--- config.mk ---
export PLATFORM = sky130hd
export DESIGN_NAME = load_scoreboard
export DESIGN_NICKNAME = d
export VERILOG_FILES = /design/src/rtl/load_scoreboard_pkg.sv /design/src/rtl/load_scoreboard_sb_addr_fifo.sv /design/src/rtl/load_scoreboard.sv
export SDC_FILE = /design/constraint.sdc
export NUM_CORES = 1
export LEC_CHECK = 0
export BUFFER_PORTS_ARGS = -buffer_cell sky130_fd_sc_hd__buf_4
export CAP_MARGIN = 20
export CORE_MARGIN = 2
export CORE_UTILIZATION = 44
export DETAILED_ROUTE_END_ITERATION = 8
export MAX_ROUTING_LAYER = met4
export PLACE_DENSITY_LB_ADDON = 0.12
export SYNTH_ARGS = -nofsm -noshare
export SYNTH_HDL_FRONTEND = slang
export SYNTH_SLANG_ARGS = --single-unit
export TNS_END_PERCENT = 30
--- constraint.sdc ---
create_clock -name clk -period 4 [get_ports clk]
set_input_delay 0.8 -clock clk [delete_from_list [all_inputs] [get_ports clk]]
set_output_delay 0.8 -clock clk [all_outputs]
set_load 0.1 [all_outputs]
--- src/rtl/load_scoreboard_pkg.sv ---
// Shared register-file constants for the scoreboard, forwarding and decode.
// No logic: constants and types only.
// No flow control.
package load_scoreboard_pkg;

  localparam int NUM_REGS   = 32;
  localparam int REG_ADDR_W = 5;

  typedef logic [REG_ADDR_W-1:0] reg_addr_t;

  localparam reg_addr_t ZERO_REG = 5'd0;

endpackage

--- src/rtl/load_scoreboard_sb_addr_fifo.sv ---
// In-order FIFO of destination register addresses for outstanding ops.
// Push/pop take effect at the next edge; head is the registered oldest entry.
// No internal guarding: the caller only pushes when not full (or popping) and pops when non-empty.
module sb_addr_fifo #(
  parameter int DEPTH = 4,
  parameter int W     = 5,
  parameter int CW    = $clog2(DEPTH + 1)
) (
  input  logic          clk,
  input  logic          arst_n,
  input  logic          push,
  input  logic [W-1:0]  push_dat,
  input  logic          pop,
  output logic [W-1:0]  head,
  output logic [CW-1:0] count
);

  localparam int PW = (DEPTH > 1) ? $clog2(DEPTH) : 1;

  logic [W-1:0]  mem [DEPTH];
  logic [PW-1:0] wr_ptr;
  logic [PW-1:0] rd_ptr;

  // Storage needs no reset: occupancy, not contents, defines validity.
  always_ff @(posedge clk) begin
    if (push) begin
      mem[wr_ptr] <= push_dat;
    end
  end

  // Pointers wrap naturally at the power-of-two depth; count tracks occupancy.
  always_ff @(posedge clk or negedge arst_n) begin
    if (!arst_n) begin
      wr_ptr <= '0;
      rd_ptr <= '0;
      count  <= '0;
    end else begin
      if (push) wr_ptr <= wr_ptr + PW'(1);
      if (pop)  rd_ptr <= rd_ptr + PW'(1);
      case ({push, pop})
        2'b10:   count <= count + CW'(1);
        2'b01:   count <= count - CW'(1);
        default: count <= count;
      endcase
    end
  end

  assign head = mem[rd_ptr];

endmodule

--- src/rtl/load_scoreboard.sv ---
// Scoreboard of destination registers for in-flight variable-latency ops; raises stall on use.
// stall is combinational from registered counters; updates land at the next edge.
// issue_ready drops when DEPTH ops are outstanding unless a completion frees a slot this cycle.
module load_scoreboard
  import load_scoreboard_pkg::*;
#(
  parameter int DEPTH = 4,
  localparam int CNT_W = $clog2(DEPTH + 1)
) (
  input  logic                  clk,
  input  logic                  arst_n,
  input  logic                  issue_valid,
  input  logic [REG_ADDR_W-1:0] issue_rd,
  output logic                  issue_ready,
  input  logic                  complete_valid,
  input  logic [REG_ADDR_W-1:0] rs1,
  input  logic                  rs1_used,
  input  logic [REG_ADDR_W-1:0] rs2,
  input  logic                  rs2_used,
  output logic                  stall,
  output logic [CNT_W-1:0]      pending_count,
  output logic [NUM_REGS-1:0]   busy_vec,
  output logic                  err_underflow
);

  logic                  issue_fire;
  logic                  pop;
  logic [REG_ADDR_W-1:0] head_rd;
  logic [NUM_REGS-1:0]   inc_vec;
  logic [NUM_REGS-1:0]   dec_vec;
  logic [CNT_W-1:0]      cnt [NUM_REGS];

  // A same-cycle completion always has something to pop when the FIFO is full.
  assign issue_ready = (pending_count != CNT_W'(DEPTH)) || complete_valid;
  assign issue_fire  = issue_valid && issue_ready;
  assign pop         = complete_valid && (pending_count != '0);

  // x0 still goes through the FIFO so later completions map to the right register.
  sb_addr_fifo #(
    .DEPTH (DEPTH),
    .W     (REG_ADDR_W),
    .CW    (CNT_W)
  ) u_fifo (
    .clk      (clk),
    .arst_n   (arst_n),
    .push     (issue_fire),
    .push_dat (issue_rd),
    .pop      (pop),
    .head     (head_rd),
    .count    (pending_count)
  );

  // Decode per-register increment/decrement requests; x0 is never tracked.
  always_comb begin
    inc_vec = '0;
    dec_vec = '0;
    if (issue_fire && (issue_rd != ZERO_REG)) inc_vec[issue_rd] = 1'b1;
    if (pop && (head_rd != ZERO_REG))         dec_vec[head_rd]  = 1'b1;
  end

  // Pending-write counters; a simultaneous issue and completion of one register cancel.
  always_ff @(posedge clk or negedge arst_n) begin
    if (!arst_n) begin
      for (int r = 0; r < NUM_REGS; r++) cnt[r] <= '0;
    end else begin
      for (int r = 0; r < NUM_REGS; r++) begin
        case ({inc_vec[r], dec_vec[r]})
          2'b10:   cnt[r] <= cnt[r] + CNT_W'(1);
          2'b01:   cnt[r] <= cnt[r] - CNT_W'(1);
          default: cnt[r] <= cnt[r];
        endcase
      end
    end
  end

  // A register is busy while any write to it is outstanding.
  always_comb begin
    busy_vec = '0;
    for (int r = 0; r < NUM_REGS; r++) busy_vec[r] = (cnt[r] != '0);
  end

  // Stall only for sources actually read and not hard-wired to zero.
  always_comb begin
    stall = (rs1_used && (rs1 != ZERO_REG) && busy_vec[rs1]) ||
            (rs2_used && (rs2 != ZERO_REG) && busy_vec[rs2]);
  end

  // Completion with nothing outstanding is a protocol error; held until reset.
  always_ff @(posedge clk or negedge arst_n) begin
    if (!arst_n) begin
      err_underflow <= 1'b0;
    end else if (complete_valid && (pending_count == '0)) begin
      err_underflow <= 1'b1;
    end
  end

endmodule

== After elaboration in Yosys (flattened, before gate mapping) ==
Memories as Yosys holds them, arrays and structs flattened.
Cells that the tools add are included.
Word-level totals
  RAM bits: 20
  output and inout bits: 38
  flip-flop bits (word level): 104
  input bits: 21
  memories kept: 1
Memories
  u_fifo.mem: depth 4, bits a word 5, rd ports 1, clocked after memory_dff 0, write ports 1, line load_scoreboard_sb_addr_fifo.sv:20  | logic [W-1:0] mem [DEPTH];
Cells by class
  equal/unequal tests: 67
  $add $sub $neg: 68
  mux-type cells: 45
  reduce and logical (&&, ||, !) cells: 84
  order comparisons: 6
Operator list (count)
  $pmux W3 S2: 33
  $add A3 B1 Y3 const B: 33
  $reduce_bool A3 Y1: 33
  $sub A3 B1 Y3 const B: 33
  $eq A2 B1 Y1 const B: 33
  $eq A2 B2 Y1 const B: 33
  $reduce_bool A2 Y1: 33
  $mux W32: 2
  $lt A5 B6 Y1 const B: 4
  $reduce_bool A5 Y1: 4
  $logic_and A1 B1 Y1: 11
  $bmux W1 S5: 2
  $demux W1 S5: 2
  $ge A5 B1 Y1 const B: 2
  $mux W1: 6
  $add A2 B1 Y2 const B: 2
  $logic_not A3 Y1: 1
  $ne A3 B3 Y1 const B: 1
  $logic_or A1 B1 Y1: 2

== Logic depth before layout (Yosys ltp) ==
An unclocked memory read counts as a cell.
  word-level depth: 8
  mapped depth: 12
  mapped depth without buffers: 11

== Modules after synthesis ==
From an unflattened synthesis, not the netlist that was laid out.
Unflattened totals
  cells, all modules: 719
  area, all modules: 7572.3 um2
Modules (own cells, without submodules)
  load_scoreboard: seq. area each 2427.3 um2, cells an instance 657, instances 1, area each 6461.2 um2
  sb_addr_fifo: seq. area each 775.7 um2, cells an instance 62, instances 1, area each 1111.1 um2

== Least setup slack after synthesis ==
OpenSTA, ideal clock, no wires.
  path kind: register to output
  from: register cnt[66] in the netlist's numbering
  to: output port stall
  stages on the path, launching flop included: 7
  setup slack: -796 ps
  arrival: 3996 ps
  required time: 3200 ps
  path buffers: 0
  cell sequence: dfrtp_1 or3_1 mux2i_1 o32a_1 nand4_1 o21ai_1 o31ai_1
Between the ends
  cells in the longest elaborated chain, start to end: 5
  elaborated cells on any way between the ends: 8
  classes of those cells: 4 x mux; 4 x reduce/logical
RTL lines
  start, declared: line load_scoreboard.sv:31  | logic [CNT_W-1:0] cnt [NUM_REGS];
  start signal, assigned by index: line load_scoreboard.sv:68  | 2'b10: cnt[r] <= cnt[r] + CNT_W'(1);
  start signal, assigned by index: line load_scoreboard.sv:69  | 2'b01: cnt[r] <= cnt[r] - CNT_W'(1);
  start signal, assigned by index: line load_scoreboard.sv:70  | default: cnt[r] <= cnt[r];
  $reduce_bool A3 Y1 (*): line load_scoreboard.sv:79  | for (int r = 0; r < NUM_REGS; r++) busy_vec[r] = (cnt[r] != '0);
  via busy_vec[9]: line load_scoreboard.sv:22  | output logic [NUM_REGS-1:0] busy_vec,
  $bmux W1 S5 (on tied branches): line load_scoreboard.sv:84, load_scoreboard.sv:85
  $mux W1 (on tied branches): line load_scoreboard.sv:84, load_scoreboard.sv:85
  $logic_and A1 B1 Y1 (on tied branches): line load_scoreboard.sv:84, load_scoreboard.sv:85
  $logic_or A1 B1 Y1 (*): line load_scoreboard.sv:84  | stall = (rs1_used && (rs1 != ZERO_REG) && busy_vec[rs1]) ||
  end, declared: line load_scoreboard.sv:20  | output logic stall,
Mark *: on every way through the listed nets, which the timed path passes. The rest lies on a longest branch. The select of a mux whose other input is x is not followed.

== Worst setup path in the final report ==
  from: register cnt[86] in the netlist's numbering
  to: output port stall
Between the ends
  cells in the longest elaborated chain, start to end: 5
  elaborated cells on any way between the ends: 8
  classes of those cells: 4 x mux; 4 x reduce/logical
RTL lines (line)
  $reduce_bool A3 Y1 (*): load_scoreboard.sv:79
  $bmux W1 S5 (on tied branches): load_scoreboard.sv:84, load_scoreboard.sv:85
  $mux W1 (on tied branches): load_scoreboard.sv:84, load_scoreboard.sv:85
  $logic_and A1 B1 Y1 (on tied branches): load_scoreboard.sv:84, load_scoreboard.sv:85
  $logic_or A1 B1 Y1 (*): load_scoreboard.sv:84
Every way passes the cells marked *; elsewhere a longest branch is shown, timed or not. The select of a mux whose other input is x is not followed.

==> results.py <==
metrics = {
    "run_status": {
        "status": "finished, final reports clean",
    },
    "power": {
        "peakVddDrop_v": 0.000494,
        "total_leakage_power_uw": 0.00416,
        "p_per_area_nw_per_um2": 880,
    },
    "timing": {
        "final.setup.worst_slack_ns": 0.715,
        "slew_violations": 0,
        "period_needed_ns": 3.29,
        "worst_pin_slew_ns": 0.950,
        "tns_ns": 0,
        "min_period_over_period": 0.821,
        "finClkSkew_ns": 0.0137,
        "fmax_mhz": 304,
        "max_slew_margin": 0.364,
        "rsz0062_at_grt": "no",
        "finalSetupViolCount": 0,
        "hold_viol": 0,
    },
    "clock_network": {
        "cts_tree": "built",
        "post_cts_buffers": 0,
        "clk_pin_slew_ns": 0.06,
        "postCtsHoldBufs": 0,
        "cts_made_buffers": 17,
        "cts.repair.resized": 0,
        "cts-root-buf": "clkbuf_16",
        "htree_levels": 4,
        "clk_latency_ns": 0.42,
        "numClockSinks": 124,
        "cts_buffer_depth": 2,
    },
    "worst_setup_path": {
        "worst_setup_path_start_kind": "register",
        "crit_fanout": 3,
        "slowest_delay_ns": 0.49,
        "crit_arrival_ns": 2.49,
        "required_ns": 3.20,
        "worstSetupPathType": "register to primary output",
        "path_delay_family": "simple AND/OR/NAND/NOR gates",
        "crit_chain": "or3_1 -> mux4_2 -> a22oi_1 -> a31oi_1 -> nand3_1 -> o31ai_2 -> buf_4",
        "cp_num_buf_inv": 1,
        "slowest_stage": "mux4_2",
        "end_kind": "primary output",
    },
    "synth": {
        "async_flop_share": 0.839,
        "synthSimpleGateAreaFrac": 0.137,
        "yosys.cell_types.count": 53,
        "synth.area.mux_share": 0.0742,
        "synth_top_family_by_area": "adder cells",
        "syn_avg_cell_area_um2": 10.5,
        "synth_ff_type": "dfrtp_1",
        "yosys.area_share.adder": 0.149,
        "yosysTopAreaCell": "dfrtp_1",
        "synth-edff-count": 20,
        "synth_xor_area_frac": 0.118,
        "ys_ff_latch": 124,
        "netlist_area_um2": 7550,
        "synth_seq_area_share": 0.424,
        "yosys_warnings": 0,
        "syn_nets": 808,
        "synth_area_leaders": "dfrtp_1 (34%), fa_1 (8.7%), edfxtp_1 (7.9%)",
        "netlist_instances": 717,
        "synth_compound_area_frac": 0.0343,
        "yosys.area.top_type_share": 0.344,
    },
    "detailed_routing": {
        "wire_per_inst_um": 16.8,
        "via_per_inst": 4.97,
        "wirelength_mm": 17.2,
        "postRouteAntennaNets": 0,
        "drtPass1Iterations": 4,
        "num_vias": 5095,
        "drc": 0,
        "drtIter0Drc": 311,
    },
    "final_layout": {
        "antenna-diode-count": 0,
        "layout-drive-gt1-share": 0.148,
        "final_cell_mix": "inv_1 (113), dfrtp_1 (104), nor2_1 (77)",
        "areaGrowthSynthToFinish_pct": 18.8,
        "final_common_cell": "inv_1",
        "fin_nets": 883,
    },
    "floorplan": {
        "core-area_um2": 16700,
        "dieArea_um2": 18200,
        "die-height_um": 135,
        "die_w_um": 135,
        "rows": 47,
        "io_pins": 59,
        "start_util": 0.452,
    },
    "place": {
        "pre_cts_ws_ns": 0.720,
        "gp_congestion": 0.823,
        "portBuffers": 58,
        "dp_hpwl_mm": 12.9,
    },
    "global_route": {
        "grt_pass1_vias": 5374,
        "antenna_found_initial": 0,
        "grt_overflow_total": 0,
        "grt_max_degree": 49,
        "globalRouteTotalUtil": 0.211,
        "grt_pass1_wl_mm": 28.2,
    },
    "job": {
        "cap_viol_max_count": 0,
    },
    "hold_path": {
        "hold_path.class": "input pin to asynchronous set/reset pin",
    },
}
## registers in the layout (all words and copies together), names as in the netlist
signal,cells
u_fifo.mem,20
cnt,96
u_fifo.count,3
u_fifo.wr_ptr,2
u_fifo.rd_ptr,2
err_underflow,1
## routing by layer
| metal | track usage | wire (um) | vias up |
|---|---|---|---|
| li1 | - | - | 2471 |
| met1 | 0.282 | 7960 | 2499 |
| met2 | 0.329 | 8260 | 106 |
| met3 | 0.0518 | 790 | 19 |
| met4 | 0.0480 | 221 | 0 |
| met5 | - | 0 | - |
## where the power goes
group	leakage (uW)	switching [uW]	internal [uW]
registers	0.00144	411	1830
clock network	0.000324	596	1170
logic	0.00240	2670	1220
## through the flow
step           hold WS, ns  instances  utilization  power, uW  area (um^2)
2_1_floorplan        0.434        717            -       5220         7560
3_3_place_gp         0.442        992        0.496       6030         8280
3_5_place_dp         0.449        993        0.497       6170         8300
4_1_cts              0.393       1025        0.537       7980         8970
5_1_grt              0.406       1025        0.537       8400         8970
6_report             0.378       1025        0.537       7900         8970
## synthesized netlist by cell type (6+ instances only)
| cell type | number |
|---|---|
| o21ai_0 | 13 |
| mux4_2 | 11 |
| xnor2_1 | 36 |
| xor2_1 | 66 |
| nor3_1 | 15 |
| inv_1 | 113 |
| nor2_1 | 77 |
| or3_1 | 23 |
| dfrtp_1 | 104 |
| and3_1 | 6 |
| edfxtp_1 | 20 |
| nand3_1 | 6 |
| nand2_1 | 53 |
| mux2i_1 | 29 |
| ha_1 | 37 |
| fa_1 | 33 |
## cell type report
class                      instances  area [um^2]
inverter                         116          435
clock buffer                      18          429
timing repair buffer              65          508
sequential                       124         3200
fill                            1512         7730
multi-input combinational        468         3880
clock inverter                    14          241
tap                              220          275
## worst paths after layout
check	slack [ns]	end	startpoint	cells past startpoint
worst max-delay path	0.71	stall	cnt[86]	7
worst min-delay path	0.38	cnt[27]	arst_n	1
worst max register to register	0.80	cnt[32]	u_fifo.rd_ptr[0]	9
worst min register to register	0.46	cnt[8]	cnt[8]	1
max in group asynchronous	2.94	cnt[2]	arst_n	2
min in group clk	0.46	cnt[8]	cnt[8]	1
## kinds of logic (layout without fill, tap and decap cells)
logic type                 count (synthesis)  in the layout
AOI/OAI and AO/OA                         40             40
DFF                                      124            124
adders and majority gates                 70             70
buffers and inverters                    125            213
and+or+nand+nor                          212            212
other                                      2              2
muxes                                     42             42
xor gates and xnor gates                 102            102
No activity file was read; power rests on OpenSTA's default activity.
